===== src/rtl/serial_adder8.sv =====
// rtl/serial_adder8.sv - bit-serial LSB-first adder with registered sum/cout and done pulse
module serial_adder8 #(
  parameter int WIDTH = 8,
  parameter int CNT_W = 4
) (
  input  logic             clk,
  input  logic             rst_n,
  input  logic             start,
  input  logic [WIDTH-1:0] a,
  input  logic [WIDTH-1:0] b,
  input  logic             carryin,
  output logic [WIDTH-1:0] sum,
  output logic             cout,
  output logic             busy,
  output logic             done
);

  typedef enum logic [1:0] {
    S_IDLE,
    S_RUN,
    S_DONE
  } state_t;

  state_t             state_q, state_d;
  logic [WIDTH-1:0]   a_q, a_d;
  logic [WIDTH-1:0]   b_q, b_d;
  // Holds the first WIDTH-1 sum bits; the last bit joins them on the completion edge.
  logic [WIDTH-2:0]   res_q, res_d;
  logic               carry_q, carry_d;
  logic [CNT_W-1:0]   cnt_q, cnt_d;
  logic [WIDTH-1:0]   sum_q, sum_d;
  logic               cout_q, cout_d;

  logic               s_bit;
  logic               c_next;
  logic [WIDTH-1:0]   res_shift;

  assign s_bit     = a_q[0] ^ b_q[0] ^ carry_q;
  assign c_next    = (a_q[0] & b_q[0]) | (a_q[0] & carry_q) | (b_q[0] & carry_q);
  assign res_shift = {s_bit, res_q};

  always_comb begin
    state_d = state_q;
    a_d     = a_q;
    b_d     = b_q;
    res_d   = res_q;
    carry_d = carry_q;
    cnt_d   = cnt_q;
    sum_d   = sum_q;
    cout_d  = cout_q;

    case (state_q)
      S_IDLE, S_DONE: begin
        if (start == 1'b1) begin
          a_d     = a;
          b_d     = b;
          carry_d = carryin;
          cnt_d   = '0;
          state_d = S_RUN;
        end else begin
          state_d = S_IDLE;
        end
      end
      S_RUN: begin
        a_d     = a_q >> 1;
        b_d     = b_q >> 1;
        res_d   = res_shift[WIDTH-1:1];
        carry_d = c_next;
        cnt_d   = cnt_q + CNT_W'(1);
        if (cnt_q == CNT_W'(WIDTH - 1)) begin
          sum_d   = res_shift;
          cout_d  = c_next;
          state_d = S_DONE;
        end
      end
      default: state_d = S_IDLE;
    endcase
  end

  always_ff @(posedge clk or negedge rst_n) begin
    if (!rst_n) begin
      state_q <= S_IDLE;
      a_q     <= '0;
      b_q     <= '0;
      res_q   <= '0;
      carry_q <= 1'b0;
      cnt_q   <= '0;
      sum_q   <= '0;
      cout_q  <= 1'b0;
    end else begin
      state_q <= state_d;
      a_q     <= a_d;
      b_q     <= b_d;
      res_q   <= res_d;
      carry_q <= carry_d;
      cnt_q   <= cnt_d;
      sum_q   <= sum_d;
      cout_q  <= cout_d;
    end
  end

  assign sum  = sum_q;
  assign cout = cout_q;
  assign busy = (state_q == S_RUN);
  assign done = (state_q == S_DONE);

endmodule

===== config.mk =====
export PLATFORM = sky130hd
export DESIGN_NAME = serial_adder8
export DESIGN_NICKNAME = d
export VERILOG_FILES = /design/src/rtl/serial_adder8.sv
export SDC_FILE = /design/constraint.sdc
export NUM_CORES = 1
export LEC_CHECK = 0
export ABC_CLOCK_PERIOD_IN_PS = 3700
export CORE_UTILIZATION = 54
export DETAILED_ROUTE_END_ITERATION = 10
export GPL_TIMING_DRIVEN = 0
export PLACE_DENSITY = 0.91
export SKIP_CTS_REPAIR_TIMING = 1
export SLEW_MARGIN = 30
export SYNTH_ARGS = -nofsm -noshare
export SYNTH_HDL_FRONTEND = slang
export SYNTH_SLANG_ARGS = --single-unit

===== constraint.sdc =====
create_clock -name clk -period 3.7 [get_ports clk]
set_input_delay 0.37 -clock clk [delete_from_list [all_inputs] [get_ports clk]]
set_output_delay 0.37 -clock clk [all_outputs]
set_load 0.01 [all_outputs]

# Word level (Yosys, flattened, before mapping)
# Cells that the tools add are included.
[op_classes]
n_addsub = 1
multipliers = 0
div_mod_pow = 0
magnitude_cmp = 0
eq_ne = 5
shift = 0
n_mux = 11
bitwise = 7
reduce_logical = 5
[ops]
columns = ["cell", "count"]
rows = [
  ["$pmux 8 s2", 2],
  ["$mux 8", 2],
  ["$pmux 4 s2", 1],
  ["$add 4x1->4 const B", 1],
  ["$eq 4x3->1 const B", 1],
  ["$mux 4", 1],
  ["$pmux 2 s2", 1],
  ["$reduce_and 2->1", 2],
  ["$and 1x1->1", 3],
  ["$eq 2x1->1 const B", 1],
  ["$eq 2x2->1 const B", 1],
  ["$logic_not 2->1", 1],
  ["$mux 1", 2],
  ["$mux 2", 1],
  ["$ne 2x1->1 const B", 1],
  ["$ne 2x2->1 const B", 1],
  ["$or 1x1->1", 2],
  ["$pmux 1 s2", 1],
  ["$reduce_bool 2->1", 1],
  ["$reduce_or 2->1", 1],
  ["$xor 1x1->1", 2],
]
[totals]
ff_bits = 39
latchBits = 0
mem_bits_rw = 0
rom_bits = 0
inputBits = 20
out_inout_bits = 11
elab_cells = 37
memories = 0

# Logic depth before layout (Yosys ltp)
# Gate-level depths: netlist of the first run.
[logic_depth]
ltp_word = 4
ltp_mapped = 5

# Least setup slack after synthesis of the first run
# Ideal clock, no wire load.
[synth_path]
path_type = "reg-to-reg"
start = "reg cnt_q[0]"
end = "reg cout_q, in the netlist cout"
setup_ns = 0.125
arrival_time_ns = 1.253
slack_ns = 2.323
stages_incl_launch_ff = 6
path_cell_list = "dfrtp_1 -> ha_1 -> nand2_1 -> nor3b_2 -> buf_4 -> mux2_2"
[synth_between]
elab_chain_len = 2
[synth_rtl]
columns = ["element", "line_no", "text"]
rows = [
  ["start: declaration", "30", "logic [CNT_W-1:0] cnt_q, cnt_d;"],
  ["start signal: assignment", "96", "cnt_q <= cnt_d;"],
  ["$eq 4x3->1", "70", "if (cnt_q == CNT_W'(WIDTH - 1)) begin"],
  ["$reduce_and 2->1 (no line)", "n/a", ""],
  ["end signal: assignment", "98", "cout_q <= cout_d;"],
  ["end: declaration", "32", "logic cout_q, cout_d;"],
]
# Every way passes these cells.
# A chain may end at the register's enable or synchronous reset.

# Worst setup path after layout of the first run
[layout_path]
start = "reg state_q[1]"
end = "out busy"
[layout_between]
elab_chain_len = 1
[layout_rtl]
columns = ["element", "line_no", "text"]
rows = [
  ["start: declaration", "24", "state_t state_q, state_d;"],
  ["start signal: assignment", "91", "state_q <= state_d;"],
  ["$eq 2x1->1", "104", "assign busy = (state_q == S_RUN);"],
  ["end: declaration", "14", "output logic busy,"],
]
# Every way passes these cells.

==> results.md, run 1 <==
- Register area share after synthesis: 0.600
- Mapped Area: 1630 um^2
- Drt pass-1 iters: 7
- DP Area: slightly below 2000 um^2
- Startpoint Class: flop
- Ant diodes: 0
- Unique cell type count in the Yosys netlist: 18
- Die span in y: approximately 57 um
- Fin nets: approximately 170
- Final Max Slew Viols: 0
- CTS Sinks: 39
- PwrDens: between 800 and 900 nW/um^2
- Dpl ws: around 1.8 ns
- Largest net degree at the start of global routing: 21
- Worst EP arrival: 1.82 ns
- Ys Warns: 0
- Via density: 5.75
- Worst Setup Slack, final: ~1.5 ns
- Layout cells sized above 1: 0.229
- Avg Cell Area, Syn: 14.4 um^2
- CTS Buf Count: 5
- Die width: between 50 and 60 um
- Max Fanout on Critical Path: 10
- Routability cong.: 0.693
- WP data required: about 3.3 ns
- Fin cells: ~180
- CTS tree: built
- Failing checks: design-rule violations
- Die footprint: 3240 um^2
- FILL cells: 190
- CTS H-tree depth: 2
- Fin Hold WS: 0.487 ns
- Top Ports: 31
- Drc violations: 4
- Number of port buffers: 30
- Final Hold Fails: 0
- Antenna-violating nets left: 0
- First-pass GRT wire length: between 5000 and 6000 um
- Status: complete, but fails checks
- Syn Inst Count: roughly 110
- Final Setup Violations: 0
- WL/cell: 16.2 um
- Vias in the first global route: 1131
- Clock root buffer: clkbuf_4
- Later-pin clock latency in the skew report: 0.34 ns
- Antenna violations before repair: 0
- Static Leak: 1.01 nW
- GRT overflow: 0
- Clock-pin slew on the worst setup and hold paths: 0.11 ns
- Clk buf depth: 2
- Final Total Pwr: 1.70 mW
- EDFF count, synth: 0
- Syn Nets: 135
- Top cell type's share of synthesized area: 0.600
- Worst slew pin tran: 0.492 ns
- Detailed Place HPWL: approximately 2200 um
- Post-layout util: 0.731
- Synth top area cells: dfrtp_1 (60%), mux2_2 (12%), a22o_1 (10%), a21o_1 (6.9%), buf_6 (1.4%)
- Number of max-cap violations: 0
- RSZ-0062 raised after global routing: false
- Wirelength, routed: between 2000 and 3000 um
- Worst rel slew slack: 0.672
- Dpl cells: 175
- Met2 Wirelength: 1550 um
- Fmax: around 460 MHz
- Met3 WL: 88 um
- Top cell type by total area after synthesis: dfrtp_1
- GR Util All Layers: 0.210
- Final Skew: 0.0151 ns
- Ys flop type: dfrtp_1
- VDD IR max: roughly 470 uV
- Max Used Layer: met4
- Crit end category: primary output
- Post-synthesis register bit count: 39
- DRT met1 WL: 1280 um
- Fin Setup TNS: 0 ns
- Most frequent cells after synthesis: dfrtp_1 (39), a22o_1 (19), mux2_2 (17)
- Starting DRT DRC Count: 44
- Most common cell in the netlist: dfrtp_1
- Core footprint: 2810 um^2
- HP Class: flop to flop
- CP Class: flop to primary output
- Initial core utilization: 0.580
- Synth async-reset ratio: 1.00
- Row cnt: 19
- Min Tclk post-route: ~2.2 ns
- Final instance area: 2050 um^2
- Area grow syn2layout: 25.9%
- Vias: 1058
- Final period utilization: 0.591
==> per-layer routing <==
metal,track usage,vias up
met5,0,-
met4,0.0906,0
met3,0.0507,7
met2,0.346,18
met1,0.267,536
li1,-,497
==> report_power, final <==
group	internal, mW	switching [mW]	total, mW	leakage, nW
logic	0.447	0.298	0.745	0.496
clock network	0.0742	0.128	0.202	0.0293
registers	0.625	0.128	0.753	0.488
total	1.15	0.554	1.70	1.01
==> worst paths after layout <==
| path | start | endpoint | slack (ns) | cells past startpoint |
|---|---|---|---|---|
| worst max-delay path | state_q[1]$_DFFE_PN0P_ | busy | 1.51 | 4 |
| worst min-delay path | b_q[5]$_DFFE_PN0P_ | b_q[5]$_DFFE_PN0P_ | 0.49 | 1 |
| worst max register to register | cnt_q[1]$_DFFE_PN0P_ | sum[2]$_DFFE_PN0P_ | 2.10 | 5 |
| worst min register to register | b_q[5]$_DFFE_PN0P_ | b_q[5]$_DFFE_PN0P_ | 0.49 | 1 |
| max in group asynchronous | rst_n | b_q[7]$_DFFE_PN0P_ | 2.71 | 3 |
| min in group asynchronous | rst_n | sum[4]$_DFFE_PN0P_ | 0.52 | 2 |
==> layout by cell type, fill, tap and decap left out, drive strengths merged <==
cell           Yosys  routed
dfrtp             39      39
clkdlybuf4s50      0      29
a22o              19      19
mux2              17      17
a21o              15      15
buf                7       9
clkbuf             0       7
nor2b              3       3
nand2              3       3
mux2i              2       2
and2b              1       1
nor3b              1       1
nor2               1       1
nand2b             1       1
nand4              1       1
o21ai              1       1
fa                 1       1
ha                 1       1
clkinv             0       1
dlygate4sd3        0       1
==> flip-flops by register name, summed over array words and instances (netlist names) <==
signal   flops
a_q          8
b_q          8
carry_q      1
cnt_q        4
cout         1
res_q        7
state_q      2
sum          8
==> kinds of logic (layout without fill, tap and decap cells) <==
kind of cell	Yosys count	in the layout	share of synthesized area
simple gates	11	11	0.0438
fa+ha+maj	2	2	0.0200
flops	39	39	0.600
buf+inv	7	47	0.0323
mux	19	19	0.130
compound gates	35	35	0.174
==> cell type report <==
class	instances	area, um^2	share of cell area
Timing Repair Buffer	32	333	0.162
Multi-Input combinational cell	67	599	0.292
Clock inverter	1	5.00	0.00244
Sequential cell	39	976	0.476
Tap cell	31	38.8	0.0189
Buffer	7	52.6	0.0256
Clock buffer	7	45.0	0.0220
==> worst max-delay path, stage by stage, from the launching register on <==
cell and delay (ns):
dfrtp_1 0.38, and2b_4 0.28, buf_6 0.15, buf_6 0.15, clkdlybuf4s50_1 0.54
No activity file was read; power rests on OpenSTA's default activity.
==> run 2, diff against run 1 <==
--- a/config.mk
+++ b/config.mk
@@ -5,11 +5,11 @@
 export SDC_FILE = /design/constraint.sdc
 export NUM_CORES = 1
 export LEC_CHECK = 0
-export ABC_CLOCK_PERIOD_IN_PS = 3700
-export CORE_UTILIZATION = 54
+export ABC_CLOCK_PERIOD_IN_PS = 2000
+export CORE_UTILIZATION = 46
 export DETAILED_ROUTE_END_ITERATION = 10
 export GPL_TIMING_DRIVEN = 0
-export PLACE_DENSITY = 0.91
+export PLACE_DENSITY = 0.84
 export SKIP_CTS_REPAIR_TIMING = 1
 export SLEW_MARGIN = 30
 export SYNTH_ARGS = -nofsm -noshare
==> constraint.sdc (replaced) <==
create_clock -name clk -period 2 [get_ports clk]
set_input_delay 0.2 -clock clk [delete_from_list [all_inputs] [get_ports clk]]
set_output_delay 0.2 -clock clk [all_outputs]
set_load 0.01 [all_outputs]
==> run 2 against run 1 <==
The flow now finishes without violations. Via count grew 0.47%. Final cell count grew 8.2%. Sequential share of layout area shrank 1.3 points. Global-route usage shrank 3.5 points. Die area grew 17%. Critical endpoint unchanged.
==> results.md, run 2 (synthesis results as in run 1) <==
- Routability cong.: 0.736 (+6.2%)
- Final Skew: 0.0101 ns (-0.00503 ns)
- GRT overflow: 0 (unchanged)
- CTS Buf Count: 5 (unchanged)
- First-pass GRT wire length: 4630 um (-9.2%)
- Die footprint: 3780 um^2 (+17%)
- Number of max-cap violations: 0 (unchanged)
- Final period utilization: 0.833
- Final Hold Fails: 0 (unchanged)
- Commonest cells after routing, fill and taps aside: dfrtp_1 (39), clkdlybuf4s50_1 (28), a22o_1 (19)
- Starting DRT DRC Count: 24 (-45%)
- Die span in y: 61.5 um (+8.0%)
- Worst slew pin tran: 0.477 ns (-0.0145 ns)
- Antenna violations before repair: 0 (unchanged)
- Static Leak: 1.04 nW (+2.4%)
- GR Util All Layers: 0.176 (-0.0346)
- Ant diodes: 0 (unchanged)
- PwrDens: 1570 nW/um^2 (+90%)
- Clock-pin slew on the worst setup and hold paths: 0.12 ns (about the same)
- Die width: 61.5 um (+8.0%)
- Reg2Reg Depth: 5 (unchanged)
- Min Tclk post-route: ~1.7 ns
- Via density: 5.34 (-7.1%)
- Fin Setup TNS: 0 ns (unchanged)
- Fmax: about 600 MHz
- Drt pass-1 iters: 4 (-3)
- Most common cell after layout, fill and taps aside: dfrtp_1
- Fin nets: 174 (unchanged)
- Vias: 1063 (+0.47%)
- Post-layout util: 0.626 (-0.104)
- Detailed Place HPWL: 2060 um (-4.6%)
- Later-pin clock latency in the skew report: 0.36 ns (+0.02 ns)
- Row cnt: 21 (+2)
- Drc violations: 0 (-4)
- Crit end category: primary output
- Number of port buffers: 30 (unchanged)
- FF-to-FF End: sum[2]$_DFFE_PN0P_
- Status: completed
- HP Class: primary input to asynchronous set/reset pin
- Clk buf depth: 2 (unchanged)
- Final Total Pwr: 3.32 mW (+95%)
- Fin cells: 199 (+8.2%)
- Largest net degree at the start of global routing: 22 (+4.8%)
- Dpl cells: 190 (+8.6%)
- WP data required: 1.80 ns (-1.53 ns)
- Antenna-violating nets left: 0 (unchanged)
- Top Ports: 31 (unchanged)
- CTS tree: built
- Startpoint Class: flop
- Final Max Slew Viols: 0 (unchanged)
- Worst rel slew slack: 0.682 (+0.00965)
- CP Class: flop to primary output
- Reg2reg setup slack: 0.47 ns (-1.63 ns)
- WL/cell: 14.7 um (-9.2%)
- Final Setup Violations: 0 (unchanged)
- Area grow syn2layout: 29.4%
- Layout cells sized above 1: 0.242 (+0.0131)
- Worst EP arrival: 1.47 ns (-0.35 ns)
- CTS H-tree depth: 2 (unchanged)
- RSZ-0062 raised after global routing: false
- Core footprint: 3360 um^2 (+20%)
- Worst R2R Start: cnt_q[1]$_DFFE_PN0P_
- Max Fanout on Critical Path: 10 (unchanged)
- Wirelength, routed: 2930 um (-1.8%)
- Clock root buffer: clkbuf_4
- Initial core utilization: 0.484 (-0.0963)
- Vias in the first global route: 1048 (-7.3%)
- VDD IR max: 861 uV (+84%)
- CTS Sinks: 39 (unchanged)
## run 2: cell count changes in the layout (fill, tap and decap cells not counted), sizes merged
cell | previous run | this run
bufinv | 0 | 1
clkbuf | 7 | 6
clkdlybuf4s50 | 29 | 28
dlymetal6s2s | 0 | 1
## run 2: critical path, cell delays in order (launching register included)
cell and delay, ns:
dfrtp_1 0.38, and2b_4 0.27, buf_6 0.14, buf_6 0.14, dlymetal6s2s_1 0.16
## run 2: final cells by class
class                   count  area [um^2]
fillers                   269         1260
flip-flops and latches     39          976
multi-input cells          67          599
repair buffers             32          335
well taps                  46         57.6
plain buffers               7         52.6
clock buffers               6         51.3
clock inverters             2         35.0
## run 2: worst max path at each step
stage / start / slack (ns) / to / depth (start not counted)
4_1_cts: state_q[1]$_DFFE_PN0P_ / -0.05 / busy / 4
3_5_place_dp: start / 0.26 / a_q[0]$_DFFE_PN0P_ / 6
5_1_grt: state_q[1]$_DFFE_PN0P_ / 0.27 / busy / 4
2_1_floorplan: cnt_q[0]$_DFFE_PN0P_ / 0.62 / cout$_DFFE_PN0P_ / 5
3_3_place_gp: rst_n / -0.06 / b_q[1]$_DFFE_PN0P_ / 1
6_report: state_q[1]$_DFFE_PN0P_ / 0.33 / busy / 4
## run 2: stage by stage
step                cell area, um^2  setup WS (ns)  hold slack (ns)
finish                         2110          0.333            0.321
global route                   2110          0.272            0.359
CTS                            2090        -0.0537           -0.213
detailed placement             2010          0.262            0.181
global placement               1990        -0.0583            0.458
floorplan                      1630          0.623          -0.0956
## run 2: power by group
group          total [mW]  switching [mW]  internal [mW]
Combinational        1.38           0.552          0.825
Clock               0.558           0.263          0.295
Sequential           1.38           0.227           1.16
Total                3.32            1.04           2.28
## run 2: metal layers
metal	routed length, um	GRT usage	part of all wire
met5	0	0	0
met4	69	0.105	0.024
met3	108	0.0378	0.037
met2	1410	0.270	0.48
met1	1340	0.229	0.46
